--- src/rtl/mux_scan_pkg.sv ---
// Shared mode/state encodings and a constant-width helper for the scanning mux.
package mux_scan_pkg;

  localparam logic MODE_MANUAL = 1'b0;
  localparam logic MODE_SCAN   = 1'b1;

  typedef enum logic {
    S_MANUAL = 1'b0,
    S_SCAN   = 1'b1
  } state_t;

  function automatic int unsigned clog2(input int unsigned v);
    int unsigned r;
    r = 0;
    while ((longint'(1) << r) < longint'(v)) r++;
    return r;
  endfunction

endpackage

--- src/rtl/sel_debounce.sv ---
// Select-line debouncer: output follows the input only after CYCLES consecutive equal samples.
module sel_debounce
  import mux_scan_pkg::*;
#(
  parameter int unsigned WIDTH  = 2,
  parameter int unsigned CYCLES = 16
) (
  input  logic             clk_i,
  input  logic             rst_i,
  input  logic [WIDTH-1:0] d_i,
  output logic [WIDTH-1:0] q_o
);

  localparam int unsigned CW = clog2(CYCLES + 1);

  logic [WIDTH-1:0] cand_q;
  logic [WIDTH-1:0] q_q;
  logic [CW-1:0]    run_q;
  logic [CW-1:0]    run_d;

  // run_d is the length of the equal-sample run including the current sample; saturates at CYCLES
  always_comb begin
    run_d = CW'(1);
    if (d_i == cand_q) begin
      run_d = (run_q == CW'(CYCLES)) ? run_q : run_q + CW'(1);
    end
  end

  always_ff @(posedge clk_i) begin
    if (rst_i) begin
      cand_q <= '0;
      run_q  <= '0;
      q_q    <= '0;
    end else begin
      cand_q <= d_i;
      run_q  <= run_d;
      if (run_d == CW'(CYCLES)) q_q <= d_i;
    end
  end

  assign q_o = q_q;

endmodule

--- src/rtl/mux_scan_n.sv ---
// N-channel registered mux with manual select and round-robin auto-scan.
// Define MUX_SEL_DEBOUNCE_EN to route sel_in through sel_debounce.
module mux_scan_n
  import mux_scan_pkg::*;
#(
  parameter  int unsigned CH         = 4,
  parameter  int unsigned W          = 8,
  parameter  int unsigned DWELL      = 1000,
  parameter  int unsigned DEB_CYCLES = 16,
  localparam int unsigned SEL_W      = (CH > 1) ? clog2(CH) : 1
) (
  input  logic              clk,
  input  logic              rst,
  input  logic [CH*W-1:0]   din,
  input  logic              mode,
  input  logic [SEL_W-1:0]  sel_in,
  input  logic              en,
  output logic [W-1:0]      dout,
  output logic [SEL_W-1:0]  ch_idx,
  output logic              ch_chg
);

  localparam int unsigned CNT_W = clog2(DWELL) + 1;

  if (CH < 1 || W < 1 || DWELL < 1 || DEB_CYCLES < 1) begin : g_param_chk
    $error("mux_scan_n: CH, W, DWELL and DEB_CYCLES must all be >= 1");
  end

  state_t           state_q;
  logic [CNT_W-1:0] cnt_q;
  logic [CNT_W-1:0] cnt_d;
  logic [SEL_W-1:0] ch_idx_q;
  logic [SEL_W-1:0] idx_nxt;
  logic [W-1:0]     dout_q;
  logic [W-1:0]     dout_d;
  logic             ch_chg_q;
  logic [SEL_W-1:0] sel_eff;

`ifdef MUX_SEL_DEBOUNCE_EN
  sel_debounce #(
    .WIDTH  (SEL_W),
    .CYCLES (DEB_CYCLES)
  ) u_sel_debounce (
    .clk_i (clk),
    .rst_i (rst),
    .d_i   (sel_in),
    .q_o   (sel_eff)
  );
`else
  assign sel_eff = sel_in;
`endif

  // Counter is held at zero in manual so entering scan always starts a fresh dwell
  always_comb begin
    idx_nxt = ch_idx_q;
    cnt_d   = '0;
    unique case (state_q)
      S_MANUAL: begin
        if (32'(sel_eff) < CH) idx_nxt = sel_eff;
      end
      S_SCAN: begin
        cnt_d = cnt_q;
        if (en) begin
          if (cnt_q == CNT_W'(DWELL - 1)) begin
            cnt_d   = '0;
            idx_nxt = (ch_idx_q == SEL_W'(CH - 1)) ? '0 : ch_idx_q + SEL_W'(1);
          end else begin
            cnt_d = cnt_q + CNT_W'(1);
          end
        end
      end
      default: ;
    endcase
  end

  always_comb begin
    dout_d = '0;
    for (int unsigned k = 0; k < CH; k++) begin
      if (idx_nxt == SEL_W'(k)) dout_d = din[k*W +: W];
    end
  end

  always_ff @(posedge clk) begin
    if (rst) begin
      state_q  <= S_MANUAL;
      cnt_q    <= '0;
      ch_idx_q <= '0;
      dout_q   <= '0;
      ch_chg_q <= 1'b0;
    end else begin
      state_q  <= (mode == MODE_SCAN) ? S_SCAN : S_MANUAL;
      cnt_q    <= cnt_d;
      ch_idx_q <= idx_nxt;
      dout_q   <= dout_d;
      ch_chg_q <= (idx_nxt != ch_idx_q);
    end
  end

  assign dout   = dout_q;
  assign ch_idx = ch_idx_q;
  assign ch_chg = ch_chg_q;

endmodule

--- config.mk ---
export PLATFORM = sky130hd
export DESIGN_NAME = mux_scan_n
export DESIGN_NICKNAME = d
export VERILOG_FILES = /design/src/rtl/mux_scan_pkg.sv /design/src/rtl/sel_debounce.sv /design/src/rtl/mux_scan_n.sv
export SDC_FILE = /design/constraint.sdc
export NUM_CORES = 1
export LEC_CHECK = 0
export BUFFER_PORTS_ARGS = -buffer_cell sky130_fd_sc_hd__buf_2
export CORE_ASPECT_RATIO = 0.8
export CORE_MARGIN = 2
export CORE_UTILIZATION = 31
export CTS_CLUSTER_SIZE = 20
export DETAILED_ROUTE_END_ITERATION = 12
export SLEW_MARGIN = 20
export SYNTH_ARGS = -nofsm -noshare
export SYNTH_HDL_FRONTEND = slang
export SYNTH_HIERARCHICAL = 1
export SYNTH_SLANG_ARGS = --single-unit
--- constraint.sdc ---
create_clock -name clk -period 1.77 [get_ports clk]
set_input_delay 0.4425 -clock clk [delete_from_list [all_inputs] [get_ports clk]]
set_output_delay 0.4425 -clock clk [all_outputs]
set_load 0.01 [all_outputs]
==> key figures, run 1 <==
Outcome
  – Status: finished, final reports clean

CTS
  – Total CTS buffers: 3
  – Clock slew at reported path FFs: 0.08 ns
  – Clk_lat worst skew: 0.26 ns
  – Root Buffer: clkbuf_8
  – Hold-fix buffer count after cts: 0
  – H-tree depth: 1
  – CTS Sinks: 23
  – CTS tree: done
  – Clock buffer depth: 2

Final layout
  – Design area: 0.00188 mm^2
  – Fillcell total: 433
  – Synth-to-Final Area Change: 41.7%
  – Fin cells: 250
  – Inserted Diodes: 0
  – Share of layout cells above drive strength 1: 55.4%
  – Fin nets: 234
  – Multi-input logic area: 832 um^2
  – Register area: 465 um^2
  – Core Util, Final: 45.3%

Global route
  – Initial antenna violation count: 0
  – Vias in the first global route: 1064
  – First-pass GRT wire length: 4750 um
  – Global Route Usage Sum: 12.1%
  – Largest net degree at the start of global routing: 18
  – Grt total ovfl: 0

Yosys
  – Number of flops mapped to enable cells by yosys: 0
  – Asr flop ratio synth: 0%
  – Post-synthesis sequential area ratio: 34.7%
  – Syn nets: 170
  – Post-synthesis cell type count: 33
  – Number of synthesized register bits: 23
  – Synth Warn #: 6
  – Post-Syn Area per Cell: 10.2 um^2
  – Main flop type after synthesis: dfxtp_1
  – Cell count after synthesis: 130
  – Mapped Area: 0.00133 mm^2

Placed design
  – Final HPWL DP: 2240 um
  – Dpl cells: 245
  – Gpl congestion: 0.700
  – PortBufs: 48
  – Worst slack, placed: -0.0397 ns
  – Placed instance area: 0.00175 mm^2

Floorplanning
  – Starting Density: 31.9%
  – # IOs: 49
  – Core area: 0.00415 mm^2
  – Die Ht: 62.5 um
  – Std cell rows: 21
  – Die span in x: 77.1 um
  – Die ar.: 0.00482 mm^2

Worst hold path
  – Min-delay src: mode
  – Hold WC Path Type: input pin to flop

STA
  – Worst slew margin: 79.7%
  – Sum Neg Setup Slack: 0 ns
  – Worst-margin pin slew: 0.302 ns
  – Layout Skew: 0.00381 ns
  – RSZ-0062 raised after global routing: true
  – Period utilization: 96.2%
  – Final Slew Violations: 0
  – Fmax: 0.588 GHz
  – Min cycle time layout: 1.70 ns
  – Hold Violations, Final: 0
  – Post-route setup slack: 0.0681 ns
  – Final hold slack: 0.384 ns
  – Setup violators final: 0

Drt
  – WL/cell: 11.9 um
  – Pre-Repair DR Iteration Count: 4
  – DRT iter0 DRCs: 44
  – Vias post-DR: 1156
  – Post-route ant nets: 0
  – DRC Markers: 0
  – Post-DR vias/cell: 4.62
  – Drt total wl: 2960 um

Power
  – Leak: 0.808 nW
  – Highest ir drop seen on vdd: 0.445 mV
  – PwrDens: 629 mW/mm^2
  – Total power: 1.18 mW

Critical path
  – Kind of critical path: flop to flop
  – Crit end category: flop
  – Reg2Reg Depth: 7
  – Worst Setup Start Kind: flop
  – R2R setup slack: 0.07 ns
  – Critical Path RT: 1.96 ns
  – Worst Path Arrival: 1.89 ns
  – Crit path launch: cnt_q[0]
  – Worst Setup EP: dout[3]
  – Max FO, Critical Path: 7
  – RR Startpoint: cnt_q[0]
  – Reg2reg end: dout[3]

Job
  – Max-cap viol count: 0
registers in the layout (all words and copies together) (netlist names):
name     count
ch_chg       1
ch_idx       2
cnt_q       11
dout         8
state_q      1
cells in the mapped netlist (2+ instances only):
cell       n  area [um^2]
a211oi_1   8         60.1
a211oi_2  16          200
a21oi_1    2         10.0
and4_1     3         26.3
buf_2      3         15.0
buf_4      2         15.0
buf_6      2         22.5
dfxtp_1   23          460
ha_1       2         25.0
inv_1      8         30.0
mux2i_1   10          100
nand2_1    5         18.8
nand2b_1   2         12.5
nand3_1    2         10.0
nor2_1    15         56.3
xnor2_1    4         35.0
xor2_1     7         61.3
logic make-up (layout without fill, tap and decap cells):
family	count (synthesis)	count (layout)	share of synthesized area, %
simple gates	34	34	13.9
fa+ha+maj	2	2	1.89
mux	11	11	8.68
compound gates	32	32	25.6
flops	23	23	34.7
buf+inv	17	80	8.02
xor+xnor	11	11	7.26
cell usage in the layout (no fill, tap or decap), types with 2 or more instances in the layout:
cell,instances
buf_12,2
a211oi_2,18
dfxtp_2,4
mux2i_1,5
nand3_1,2
nand2b_1,2
and4_1,2
a211oi_1,6
and4_4,2
nor2_1,15
dfxtp_1,19
buf_4,17
xor2_1,7
buf_2,48
nand2_1,5
mux2i_2,3
mux2i_4,2
a21oi_1,2
clkbuf_8,3
xnor2_1,4
inv_1,8
cell type report:
cell class                      instances  area share, %
Clock buffer                            4           2.40
Sequential cell                        23           24.8
Tap cell                               57           3.79
Inverter                                8           1.60
Timing Repair Buffer                   68           23.2
Multi-Input combinational cell         90           44.3
worst min path at each step:
stage | to | slack [ns] | cells past startpoint
5_1_grt | state_q | 0.41 | 2
6_report | state_q | 0.38 | 2
4_1_cts | state_q | 0.37 | 2
3_3_place_gp | cnt_q[1] | 0.49 | 2
2_1_floorplan | cnt_q[1] | 0.47 | 2
3_5_place_dp | cnt_q[1] | 0.49 | 2
what timing repair did:
| action | in CTS | in global routing |
|---|---|---|
| gates cloned | 1 | 0 |
| endpoints found under the hold margin | 0 | 0 |
| gates resized for setup | 4 | 11 |
| endpoints found under the setup margin | 1 | 8 |
| pin swaps | 1 | 2 |
| setup buffers | 0 | 0 |
critical path, stage by stage (launching register included):
cell      delay, ns
dfxtp_2        0.35
ha_4           0.15
and3_4         0.16
and4_4         0.19
a21o_4         0.23
buf_12         0.15
mux2i_4        0.18
a211oi_2       0.20
power breakdown:
group	internal (mW)	switching, mW
Clock	0.161	0.168
Combinational	0.159	0.143
Sequential	0.543	0.00868
metal layers:
| layer | part of all wire (%) | global-route usage, % | vias up |
|---|---|---|---|
| met1 | 48 | 17.0 | 527 |
| li1 | - | - | 598 |
| met2 | 47 | 18.7 | 27 |
| met5 | 0 | 0 | - |
| met4 | 1.2 | 4.02 | 0 |
| met3 | 4.1 | 2.31 | 4 |
Power figures use the tool's default switching activity.
==> run 2: changes to the inputs <==
--- a/config.mk
+++ b/config.mk
@@ -11,6 +11,7 @@
 export CORE_UTILIZATION = 31
 export CTS_CLUSTER_SIZE = 20
 export DETAILED_ROUTE_END_ITERATION = 12
+export PLACE_DENSITY = 0.59
 export SLEW_MARGIN = 20
 export SYNTH_ARGS = -nofsm -noshare
 export SYNTH_HDL_FRONTEND = slang
==> key figures, run 2 (synthesized netlist as in run 1, its figures left out) <==
STA
  – Hold Violations, Final: 0 (unchanged)
  – Post-route setup slack: 0.0714 ns (+0.00330 ns)
  – Setup violators final: 0 (unchanged)
  – Final Slew Violations: 0 (unchanged)
  – Period utilization: 96.0% (-0.19 points)
  – Min cycle time layout: 1.70 ns (-0.00330 ns)
  – Fmax: 0.589 GHz (+0.19%)
  – Worst-margin pin slew: 0.331 ns (+0.0289 ns)
  – Worst slew margin: 77.9% (-1.8 points)
  – Layout Skew: 0.00368 ns (-0.000135 ns)

Floorplanning
  – Starting Density: 31.9% (unchanged)
  – Die span in x: 77.1 um (unchanged)
  – Core area: 0.00415 mm^2 (unchanged)
  – Die Ht: 62.5 um (unchanged)
  – # IOs: 49 (unchanged)
  – Die ar.: 0.00482 mm^2 (unchanged)
  – Std cell rows: 21 (unchanged)

Global route
  – Grt total ovfl: 0 (unchanged)
  – Initial antenna violation count: 0 (unchanged)
  – Global Route Usage Sum: 11.2% (-0.96 points)
  – Vias in the first global route: 998 (-6.2%)
  – First-pass GRT wire length: 4410 um (-7.1%)
  – Largest net degree at the start of global routing: 19 (+1)

Critical path
  – Reg2Reg Depth: 7 (unchanged)
  – RR Startpoint: cnt_q[0]
  – Kind of critical path: flop to flop
  – Critical Path RT: 1.92 ns (-0.04 ns)
  – Crit end category: flop
  – Max FO, Critical Path: 5 (-2)
  – Worst Path Arrival: 1.84 ns (-0.05 ns)
  – Worst Setup Start Kind: flop
  – Crit path launch: cnt_q[0]

Worst hold path
  – Min-delay src: mode
  – WHS Path Cells: 2 (unchanged)
  – Hold WC Path Type: input pin to flop

CTS
  – CTS Sinks: 23 (unchanged)
  – Total CTS buffers: 3 (unchanged)
  – Clock slew at reported path FFs: 0.08 ns (about the same)
  – Clock buffer depth: 2 (unchanged)
  – Root Buffer: clkbuf_8
  – Hold-fix buffer count after cts: 0 (unchanged)
  – Clk_lat worst skew: 0.26 ns (about the same)
  – H-tree depth: 1 (unchanged)
  – CTS tree: done

Power
  – PwrDens: 627 mW/mm^2 (-0.33%)
  – Highest ir drop seen on vdd: 0.390 mV (-13%)
  – Leak: 0.813 nW (+0.68%)
  – Total power: 1.20 mW (+1.2%)

Drt
  – Post-route ant nets: 0 (unchanged)
  – Drt total wl: 2890 um (-2.3%)
  – Post-DR vias/cell: 4.54 (-1.9%)
  – DRC Markers: 0 (unchanged)
  – WL/cell: 11.6 um (-1.9%)
  – DRT iter0 DRCs: 32 (-27%)
  – Vias post-DR: 1130 (-2.2%)
  – Pre-Repair DR Iteration Count: 2 (-2)

Final layout
  – Inserted Diodes: 0 (unchanged)
  – Fillcell total: 417 (-3.7%)
  – Commonest non-fill, non-tap cell in the layout: buf_2
  – Core Util, Final: 46.0% (+0.69 points)
  – Top reg by flops: cnt_q
  – Share of layout cells above drive strength 1: 55.2% (-0.23 points)
  – Fin nets: 233 (-0.43%)
  – Synth-to-Final Area Change: 43.9%
  – Most frequent cells in the layout: 48 x buf_2, 21 x dfxtp_1, 17 x a211oi_2, 15 x nor2_1, 14 x buf_4
  – Largest register FFs: 11 (unchanged)

Placed design
  – Worst slack, placed: -0.0280 ns (+0.0116 ns)
  – Final HPWL DP: 2100 um (-6.2%)
  – PortBufs: 48 (unchanged)
  – Gpl congestion: 0.760 (+8.5%)

Outcome
  – Status: finished, final reports clean

Job
  – Max-cap viol count: 0 (unchanged)
## run 2: power by group
group / internal (mW) / total (mW) / switching (mW) / leakage (nW)
combinational: 0.173 / 0.321 / 0.148 / 0.598
sequential: 0.543 / 0.552 / 0.00955 / 0.190
clock: 0.157 / 0.323 / 0.166 / 0.0255
total: 0.873 / 1.20 / 0.324 / 0.813
## run 2: worst paths after layout
kind	slack, ns	endpoint
hold reg to reg	0.53	cnt_q[8]
hold / removal	0.39	state_q
setup reg to reg	0.07	dout[1]
setup / recovery	0.07	dout[1]
## run 2: critical path: stages, from the launching register on
cell and delay (ns):
dfxtp_2 0.37, ha_4 0.13, and3_4 0.20, and4_4 0.25, a21o_4 0.17, buf_12 0.13
mux2i_2 0.23, a211oi_2 0.09
## run 2: final cells by class
cell class / instances / area (um^2) / area share [%]
Tap cell: 57 / 71.3 / 3.74
Clock inverter: 1 / 5.00 / 0.262
Multi-Input combinational cell: 90 / 842 / 44.1
Sequential cell: 23 / 463 / 24.3
Inverter: 8 / 30.0 / 1.57
Clock buffer: 3 / 41.3 / 2.16
Timing Repair Buffer: 67 / 455 / 23.9
## run 2: per-layer routing
| layer | wire length [um] | vias up | GRT usage (%) |
|---|---|---|---|
| met1 | 1480 | 512 | 16.0 |
| li1 | - | 595 | - |
| met2 | 1270 | 21 | 16.0 |
| met4 | 28 | 0 | 3.35 |
| met5 | 0 | - | 0 |
| met3 | 118 | 2 | 3.47 |
## run 2: per-stage QoR
step	instances	setup TNS, ns	cell area (um^2)	hold WS [ns]
floorplan	130	0	1360	0.468
global placement	242	-0.103	1740	0.496
detailed placement	242	-0.163	1740	0.502
CTS	246	0	1790	0.381
global route	249	-0.0215	1910	0.382
finish	249	0	1910	0.386
## run 2: repair_timing
action                     4_1_cts  5_1_grt
setup endpoints to repair        0        9
hold endpoints to repair         0        0
buffers inserted                 0        1
resized for setup                0       12
